==> src/rtl/stream_write_master.sv <==
// Buffers a valid-qualified sample stream in a FIFO and writes each sample to DDR over Avalon-MM.
// One-shot or circular capture, controlled through an 8-word CSR slave.
module stream_write_master #(
  parameter int unsigned DATA_W     = 16,
  parameter int unsigned ADDR_W     = 32,
  parameter int unsigned FIFO_DEPTH = 16
) (
  input  logic                     clk,
  input  logic                     rst,
  input  logic                     ddr_waitrequest,
  output logic [ADDR_W-1:0]        ddr_addr,
  output logic                     ddr_write,
  output logic signed [DATA_W-1:0] ddr_writedata,
  input  logic [31:0]              writedata,
  output logic [31:0]              readdata,
  input  logic [2:0]               addr,
  input  logic                     read,
  input  logic                     write,
  input  logic signed [DATA_W-1:0] d_in,
  input  logic                     v,
  output logic                     done
);

  localparam int unsigned PTR_W = $clog2(FIFO_DEPTH);
  localparam logic [PTR_W:0] PTR_ONE   = (PTR_W+1)'(1);
  localparam logic [PTR_W:0] FILL_FULL = (PTR_W+1)'(FIFO_DEPTH);

  typedef enum logic [1:0] {IDLE, RUN, DONE} state_t;
  state_t state, state_next;

  logic [ADDR_W-1:0] csr_base, csr_step, sh_base, sh_step, cur_addr, addr_after;
  logic [31:0]       csr_len, sh_len, count, count_inc, words;
  logic              csr_circ, sh_circ, overflow, wrapped;
  logic              start, soft_rst, busy;

  logic signed [DATA_W-1:0] mem [FIFO_DEPTH];
  logic [PTR_W:0] wr_ptr, rd_ptr, fill;
  logic           fifo_empty, fifo_full;
  logic           accept, last, pop, push, drop, running;

  assign start      = write && (addr == 3'd4);
  assign soft_rst   = write && (addr == 3'd6);
  assign busy       = (state == RUN);
  assign running    = busy && !start;
  assign fill       = wr_ptr - rd_ptr;
  assign fifo_empty = (fill == '0);
  assign fifo_full  = (fill == FILL_FULL);
  assign accept     = ddr_write && !ddr_waitrequest;
  assign count_inc  = count + 32'd1;
  assign last       = accept && (count_inc == sh_len);
  // A one-shot capture stops issuing once its final write is accepted.
  assign pop        = running && !fifo_empty && (!ddr_write || accept) && !(last && !sh_circ);
  assign push       = running && v && (!fifo_full || pop);
  assign drop       = running && v && fifo_full && !pop;

  always_comb begin
    addr_after = cur_addr;
    if (accept) addr_after = last ? sh_base : cur_addr + sh_step;
  end

  // Next-state logic
  always_comb begin
    state_next = state;
    case (state)
      IDLE, DONE: if (start) state_next = (csr_len == 32'd0) ? DONE : RUN;
      RUN: begin
        if (start)                  state_next = (csr_len == 32'd0) ? DONE : RUN;
        else if (last && !sh_circ)  state_next = DONE;
      end
      default: state_next = IDLE;
    endcase
  end

  always_ff @(posedge clk or posedge rst) begin
    if (rst) begin
      state <= IDLE;
      done  <= 1'b0;
    end else if (soft_rst) begin
      state <= IDLE;
      done  <= 1'b0;
    end else begin
      state <= state_next;
      done  <= (state_next == DONE);
    end
  end

  // CSR registers and read port
  always_ff @(posedge clk or posedge rst) begin
    if (rst) begin
      csr_base <= '0;
      csr_len  <= '0;
      csr_step <= ADDR_W'(1);
      csr_circ <= 1'b0;
      readdata <= '0;
    end else if (soft_rst) begin
      csr_base <= '0;
      csr_len  <= '0;
      csr_step <= ADDR_W'(1);
      csr_circ <= 1'b0;
      readdata <= '0;
    end else begin
      if (write) begin
        case (addr)
          3'd0: csr_base <= ADDR_W'(writedata);
          3'd1: csr_len  <= writedata;
          3'd2: csr_step <= ADDR_W'(writedata);
          3'd3: csr_circ <= writedata[0];
          default: ;
        endcase
      end
      if (read) begin
        case (addr)
          3'd0:    readdata <= 32'(csr_base);
          3'd1:    readdata <= csr_len;
          3'd2:    readdata <= 32'(csr_step);
          3'd3:    readdata <= {31'd0, csr_circ};
          3'd5:    readdata <= {28'd0, wrapped, overflow, busy, done};
          3'd7:    readdata <= words;
          default: readdata <= 32'hDEAD_BEEF;
        endcase
      end
    end
  end

  always_ff @(posedge clk) begin
    if (push) mem[wr_ptr[PTR_W-1:0]] <= d_in;
  end

  // Capture datapath: shadow config, FIFO pointers and the Avalon master
  always_ff @(posedge clk or posedge rst) begin
    if (rst) begin
      sh_base <= '0; sh_step <= '0; sh_len <= '0; sh_circ <= 1'b0;
      cur_addr <= '0; count <= '0; words <= '0;
      overflow <= 1'b0; wrapped <= 1'b0;
      wr_ptr <= '0; rd_ptr <= '0;
      ddr_write <= 1'b0; ddr_addr <= '0; ddr_writedata <= '0;
    end else if (soft_rst) begin
      sh_base <= '0; sh_step <= '0; sh_len <= '0; sh_circ <= 1'b0;
      cur_addr <= '0; count <= '0; words <= '0;
      overflow <= 1'b0; wrapped <= 1'b0;
      wr_ptr <= '0; rd_ptr <= '0;
      ddr_write <= 1'b0; ddr_addr <= '0; ddr_writedata <= '0;
    end else if (start) begin
      sh_base  <= csr_base;
      sh_step  <= csr_step;
      sh_len   <= csr_len;
      sh_circ  <= csr_circ;
      cur_addr <= csr_base;
      count    <= '0;
      words    <= '0;
      overflow <= 1'b0;
      wrapped  <= 1'b0;
      wr_ptr   <= '0;
      rd_ptr   <= '0;
      ddr_write <= 1'b0;
    end else if (state != RUN) begin
      wr_ptr    <= '0;
      rd_ptr    <= '0;
      ddr_write <= 1'b0;
    end else begin
      cur_addr <= addr_after;
      if (push) wr_ptr <= wr_ptr + PTR_ONE;
      if (drop) overflow <= 1'b1;
      if (accept) begin
        count <= (last && sh_circ) ? 32'd0 : count_inc;
        words <= words + 32'd1;
        if (last && sh_circ) wrapped <= 1'b1;
      end
      if (pop) begin
        ddr_write     <= 1'b1;
        ddr_addr      <= addr_after;
        ddr_writedata <= mem[rd_ptr[PTR_W-1:0]];
        rd_ptr        <= rd_ptr + PTR_ONE;
      end else if (accept) begin
        ddr_write <= 1'b0;
      end
    end
  end

endmodule

==> config.mk <==
export PLATFORM = sky130hd
export DESIGN_NAME = stream_write_master
export DESIGN_NICKNAME = d
export VERILOG_FILES = /design/src/rtl/stream_write_master.sv
export SDC_FILE = /design/constraint.sdc
export NUM_CORES = 1
export LEC_CHECK = 0
export BUFFER_PORTS_ARGS = -buffer_cell sky130_fd_sc_hd__buf_2
export CELL_PAD_IN_SITES_DETAIL_PLACEMENT = 1
export CELL_PAD_IN_SITES_GLOBAL_PLACEMENT = 2
export CORE_UTILIZATION = 45
export DETAILED_ROUTE_END_ITERATION = 7
export MAX_ROUTING_LAYER = met4
export PLACE_DENSITY_LB_ADDON = 0.05
export RECOVER_POWER = 100
export SYNTH_ARGS = -nofsm -noshare
export SYNTH_HDL_FRONTEND = slang
export SYNTH_SLANG_ARGS = --single-unit
==> constraint.sdc <==
create_clock -name clk -period 28.1 [get_ports clk]
set_input_delay 4.215 -clock clk [delete_from_list [all_inputs] [get_ports clk]]
set_output_delay 4.215 -clock clk [all_outputs]
set_load 0.02 [all_outputs]
; Yosys cells after proc, flatten, opt, wreduce, memory -nomap -nowiden
; Memory sizes are Yosys's and may differ from the RTL's.
; Cells that the tools add are included.
[op_classes]
n_addsub = 6
n_reduce_logical = 51
n_eq_ne = 16
mux = 76
[ops]
columns = op, n
row1 = $mux 32, 35
row2 = $pmux 32 s6, 1
row3 = $add 32x1->32 const B, 2
row4 = $mux 16, 4
row5 = $mux 5, 8
row6 = $add 32x32->32, 1
row7 = $eq 32x32->1, 1
row8 = $logic_not 32->1, 1
row9 = $mux 1, 22
row10 = $reduce_bool 2->1, 8
row11 = $logic_and 1x1->1, 14
row12 = $eq 3x3->1 const B, 4
row13 = $reduce_and 2->1, 6
row14 = $add 5x1->5 const B, 2
row15 = $mux 2, 5
row16 = $reduce_bool 3->1, 3
row17 = $logic_not 1->1, 8
row18 = $reduce_bool 4->1, 2
row19 = $eq 3x2->1 const B, 2
row20 = $reduce_and 3->1, 2
row21 = $eq 5x5->1 const B, 1
row22 = $logic_not 5->1, 1
row23 = $reduce_bool 5->1, 1
row24 = $sub 5x5->5, 1
row25 = 11 further kinds, 14
[word_totals]
ramBits = 256
memories = 1
register_bits = 386
elab_cells = 171
inputBits = 57
[mem_list]
columns = name, words, width, rd, rd_ports_with_merged_regs, write_ports, line
row1 = mem, 16, 16, 1, 0, 1, 36  ; logic signed [DATA_W-1:0] mem [FIFO_DEPTH];

; Depth between registers and ports, before layout
[logic_depth]
depth_word = 13
mapped_depth = 15
depth_no_buf = 12

; Least setup slack after synthesis
; No wires, ideal clock.
[synth_timing]
kind = in2reg
from = in addr[0]
to = mem mem[0][0], enable pin
setup_time_ns = 0.409
slack_ns = 20.756
cell_stages = 11
arrival_time_ns = 6.935
t_required_ns = 27.691
path_cell_list = clkbuf_1 > clkinv_1 > nand3_1 > nor2_1 > nor2_1 > and2_1 > a31o_2 > buf_2 > clkbuf_1 > nand2_1 > nor3_1
[synth_between]
elab_chain_cells = 11
[synth_rtl]
columns = item, line
row1 = "start, declared", 16  ; input logic [2:0] addr,
row2 = $eq 3x3->1 *, 41  ; assign start = write && (addr == 3'd4);
row3 = $logic_and 1x1->1 *, 41
row4 = $logic_not 1->1 *, 44  ; assign running = busy && !start;
row5 = $logic_and 1x1->1 *, 44
row6 = $logic_and 1x1->1 (3 in series), 52  ; assign pop = running && !fifo_empty && (!ddr_write || accept) && !(last && !sh_circ);
row7 = $logic_or 1x1->1, 53  ; assign push = running && v && (!fifo_full || pop);
row8 = $logic_and 1x1->1 *, 53
row9 = $mux 1 *, 126  ; if (push) mem[wr_ptr[PTR_W-1:0]] <= d_in;
row10 = $mux 1 (implied by the code) *, 126
row11 = "end, declared", 36
; Mark *: on every way between the ends. The rest lies on a longest branch, timed or not.

; Worst setup path after layout
[layout_timing]
from = in addr[0]
to = reg cur_addr[3]
[layout_between]
elab_chain_cells = 4
[layout_rtl]
columns = item, line
row1 = $eq 3x3->1, 41
row2 = $logic_and 1x1->1, 41
row3 = $mux 32, 143  ; end else if (start) begin
row4 = $mux 32, 137  ; end else if (soft_rst) begin
row5 = "end signal, assigned", 148  ; cur_addr <= csr_base;
row6 = "end signal, assigned", 161  ; cur_addr <= addr_after;
row7 = "end, declared", 31  ; logic [ADDR_W-1:0] csr_base, csr_step, sh_base, sh_step, cur_addr, addr_after;
; Several ways; a longest one is shown, not always the timed one.
; A chain may end at the register's enable or synchronous reset.

==> impl_metrics.prom <==
# TYPE chip_impl_metric gauge
chip_impl_info{name="outcome",value="complete, but fails checks"} 1
chip_impl_info{name="violations_in_the_final_reports",value="max-capacitance violations, max-slew violations"} 1
chip_impl_metric{name="clock_latency_reported_for_the_late_side_of_the_worst_skew_pair",unit="ns"} 0.65
chip_impl_metric{name="p_seq_share",unit="%"} 45.8
chip_impl_metric{name="synth_top_cell_area_share",unit="%"} 31.5
chip_impl_metric{name="clock_buffer_depth",unit=""} 3
chip_impl_info{name="synth_flop_cell",value="dfrtp_1"} 1
chip_impl_metric{name="fp-row-count",unit=""} 95
chip_impl_metric{name="postSynth.asyncResetShare",unit="%"} 60.1
chip_impl_info{name="most_used_cells_in_the_layout_excluding_fill_and_tap_cells",value="nand2_1, dfrtp_1, edfxtp_1, o21ai_0"} 1
chip_impl_metric{name="yosysSeqAreaShare",unit="%"} 56.7
chip_impl_metric{name="number_of_top_level_pins",unit=""} 139
chip_impl_info{name="cell_taking_the_most_area_after_synthesis",value="dfrtp_1"} 1
chip_impl_metric{name="share_comb_of_total_power",unit="%"} 13.0
chip_impl_metric{name="ctsResizeCount",unit=""} 0
chip_impl_metric{name="die_h",unit="um"} 263
chip_impl_metric{name="synth-edff-count",unit=""} 256
chip_impl_metric{name="htreeDepth",unit=""} 3
chip_impl_metric{name="synthesis.nets",unit=""} 2897
chip_impl_metric{name="core-area",unit="um^2"} 67200
chip_impl_info{name="hold_class",value="flip-flop to flip-flop"} 1
chip_impl_metric{name="initialDrtViolationCount",unit=""} 1748
chip_impl_info{name="criticalPathCategory",value="input pin to flip-flop"} 1
chip_impl_metric{name="route.antenna.remaining_nets",unit=""} 0
chip_impl_info{name="mostFrequentLayoutCell",value="nand2_1"} 1
chip_impl_metric{name="final_min_period_over_clock_period",unit="%"} 43.1
chip_impl_metric{name="critical-path-max-stage-delay",unit="ns"} 2.75
chip_impl_metric{name="post_syn_area",unit="um^2"} 30600
chip_impl_metric{name="drt_wl_total",unit="mm"} 102
chip_impl_metric{name="final_cell_area",unit="um^2"} 34400
chip_impl_metric{name="first_pass_iters",unit=""} 5
chip_impl_metric{name="design.final.nets",unit=""} 2965
chip_impl_metric{name="synth_cell_types",unit=""} 85
chip_impl_metric{name="total_power",unit="W"} 0.00249
chip_impl_metric{name="area_growth_syn_to_layout",unit="%"} 12.4
chip_impl_info{name="yosys-top-cells-area",value="dfrtp_1, edfxtp_1, nand2_1"} 1
chip_impl_metric{name="grt_first_pass_wirelength",unit="mm"} 156
chip_impl_info{name="ordered_list_of_cells_on_the_worst_path",value="buf_2, clkbuf_1, clkinv_1, nand3_1, clkbuf_1, clkbuf_1, o211ai_1, o21ai_0"} 1
chip_impl_metric{name="max_freq",unit="MHz"} 82.5
chip_impl_metric{name="synth-warning-count",unit=""} 0
chip_impl_metric{name="power.ir.vdd_worst",unit="uV"} 45.9
chip_impl_metric{name="num_vias",unit=""} 23300
chip_impl_metric{name="timing.critical_path.required",unit="ns"} 28.63
chip_impl_metric{name="finalSetupViolCount",unit=""} 0
chip_impl_metric{name="grt_resource_usage_total",unit="%"} 30.7
chip_impl_metric{name="internal-power",unit="W"} 0.00177
chip_impl_metric{name="postCtsSetupRepairBufs",unit=""} 0
chip_impl_metric{name="start_util",unit="%"} 45.6
chip_impl_metric{name="power.density",unit="nW/um^2"} 72.3
chip_impl_metric{name="place_area",unit="um^2"} 32100
chip_impl_metric{name="clkPwrFrac",unit="%"} 41.2
chip_impl_metric{name="final.setup_skew",unit="ns"} 0.0334
chip_impl_metric{name="netSwitchingFraction",unit="%"} 28.8
chip_impl_metric{name="syn-mean-instance-area",unit="um^2"} 10.9
chip_impl_metric{name="gr-total-overflow",unit=""} 0
chip_impl_info{name="path_delay_family",value="buffers and inverters"} 1
chip_impl_metric{name="slew_violations",unit=""} 993
chip_impl_info{name="rsz0062_at_grt",value="false"} 1
chip_impl_metric{name="grt_pass1_vias",unit=""} 24700
chip_impl_info{name="worst_path_max_delay_cell",value="clkbuf_1"} 1
chip_impl_info{name="cts_root_buf",value="clkbuf_16"} 1
chip_impl_metric{name="number_of_endpoints_with_negative_hold_slack_in_the_final_report",unit=""} 0
chip_impl_metric{name="design.die.area",unit="um^2"} 69000
chip_impl_metric{name="hold_ws",unit="ns"} 0.482
chip_impl_metric{name="gp_congestion",unit=""} 0.870
chip_impl_metric{name="detailed_place_hpwl",unit="mm"} 68.1
chip_impl_metric{name="grt_max_degree",unit=""} 155
chip_impl_metric{name="io_port_bufs",unit=""} 138
chip_impl_metric{name="cts_buffers",unit=""} 73
chip_impl_info{name="worstSetupStartpointType",value="input pin"} 1
chip_impl_info{name="endpoint_kind",value="flip-flop"} 1
chip_impl_metric{name="wire_per_inst",unit="um"} 26.9
chip_impl_metric{name="routed_via_count_divided_by_cell_count",unit=""} 6.13
chip_impl_metric{name="utilization",unit="%"} 51.2
chip_impl_metric{name="cts_num_sinks",unit=""} 642
chip_impl_info{name="crit_top_cell",value="clkbuf_1"} 1
chip_impl_metric{name="drive_gt1_share",unit="%"} 9.55
chip_impl_metric{name="postCtsHoldBufs",unit=""} 0
chip_impl_metric{name="leakage",unit="nW"} 13.7
chip_impl_metric{name="worst_setup_hold_path_clk_slew",unit="ns"} 0.06
chip_impl_metric{name="number_of_antenna_violations_at_the_first_check_in_global_routing",unit=""} 4
chip_impl_metric{name="worst_pin_slew",unit="ns"} 4.90
chip_impl_metric{name="buffer_and_inverter_count_on_the_worst_path",unit=""} 5
chip_impl_info{name="cts_tree",value="yes"} 1
chip_impl_metric{name="syn-instance-count",unit=""} 2797
chip_impl_metric{name="setup-tns-final",unit="ns"} 0
chip_impl_metric{name="power.switching",unit="W"} 0.000716
chip_impl_metric{name="post-route-drc-count",unit=""} 0
chip_impl_metric{name="critPathArrivalTime",unit="ns"} 12.65
chip_impl_metric{name="die_w",unit="um"} 263
chip_impl_metric{name="period_needed",unit="ns"} 12.12
chip_impl_metric{name="path_max_fanout",unit=""} 80
chip_impl_metric{name="maxCapViolations",unit=""} 18
chip_impl_metric{name="ys_seq_elements",unit=""} 642
chip_impl_metric{name="worst_slew_margin_rel",unit="%"} -229
worst register-to-register path: cells and delay by family, from the launching register on:
kind,cells,cell delay (ns)
XOR/XNOR,1,0.27
multiplexers,1,0.17
flip-flops,1,0.47
AO/OA/AOI/OAI,2,0.76
adder cells (fa/ha/maj),1,0.34
buffers and inverters,1,1.63
AND/OR/NAND/NOR,6,3.43
cells by family (layout without fill, tap and decap cells):
family	Yosys count	in the layout	synth area share [%]
XOR/XNOR	86	86	2.46
AND/OR/NAND/NOR	965	965	14.9
flip-flops	642	642	56.7
AO/OA/AOI/OAI	708	708	15.1
buffers and inverters	224	348	2.91
multiplexers	129	129	6.16
adder cells (fa/ha/maj)	43	43	1.78
other	0	4	0
state kept, by name, summed over array words and instances, names as in the netlist, 2 cells and up:
register / count
wr_ptr: 5
csr_len: 32
sh_base: 32
ddr_writedata: 16
count: 32
sh_step: 32
rd_ptr: 5
csr_base: 32
sh_len: 32
state: 2
readdata: 32
mem: 256
cur_addr: 32
csr_step: 32
words: 32
ddr_addr: 32
per-stage QoR:
step | std cells | setup WS, ns
floorplan | 2797 | 13.16
global placement | 3663 | 19.66
detailed placement | 3663 | 19.47
CTS | 3794 | 20.08
global route | 3798 | 15.40
finish | 3798 | 15.98
worst paths after layout:
| path | from | end | slack [ns] | cells after the start |
|---|---|---|---|---|
| worst max register to register | count[0] | ddr_addr[17] | 20.97 | 12 |
| max in group asynchronous | rst | count[21] | 17.81 | 3 |
| worst min register to register | sh_base[22] | sh_base[22] | 0.48 | 2 |
| worst min-delay path | sh_base[22] | sh_base[22] | 0.48 | 2 |
| worst max-delay path | addr[0] | cur_addr[3] | 15.98 | 8 |
| min in group asynchronous | rst | sh_step[13] | 5.05 | 2 |
layer usage:
layer / global-route usage [%] / part of all wire (%) / vias to the layer above
li1: - / - / 10500
met3: 4.27 / 4.2 / 147
met2: 52.3 / 52 / 527
met1: 37.2 / 41 / 12100
met4: 10.7 / 3.2 / 0
met5: - / 0 / -
Yosys cell counts, types with 18 or more instances:
cell type,number
nand2_1,480
dfrtp_1,385
edfxtp_1,256
o21ai_0,236
clkbuf_1,154
nor2_1,136
a21oi_1,106
mux2i_1,77
nand3_1,76
nand3b_1,68
mux4_2,47
xor2_1,46
a211oi_1,45
ha_1,42
a22oi_1,41
xnor2_1,40
a31oi_1,34
nand4_1,31
inv_1,30
o211ai_1,30
a22o_1,28
nor3_1,28
a221oi_1,26
and3_1,26
nor4_1,26
a31o_2,20
a32oi_1,20
or3_1,20
buf_2,18
power by group through the flow:
stage                     Combinational, W  Clock, W  Sequential [W]
after floorplan                   0.000215         0         0.00112
after global placement            0.000313         0         0.00115
after detailed placement          0.000326         0         0.00115
after CTS                         0.000328   0.00104         0.00114
after global routing              0.000358   0.00107         0.00115
final                             0.000323   0.00102         0.00114
area by class of cell:
cell class | count | area (um^2)
antenna | 4 | 10.0
clock buffer | 87 | 1920
clock inverter | 44 | 663
fill | 7111 | 32800
inverter | 32 | 121
multi-input combinational | 1931 | 12400
sequential | 642 | 17400
tap | 873 | 1090
timing repair buffer | 185 | 838
No activity file was read; power rests on OpenSTA's default activity.
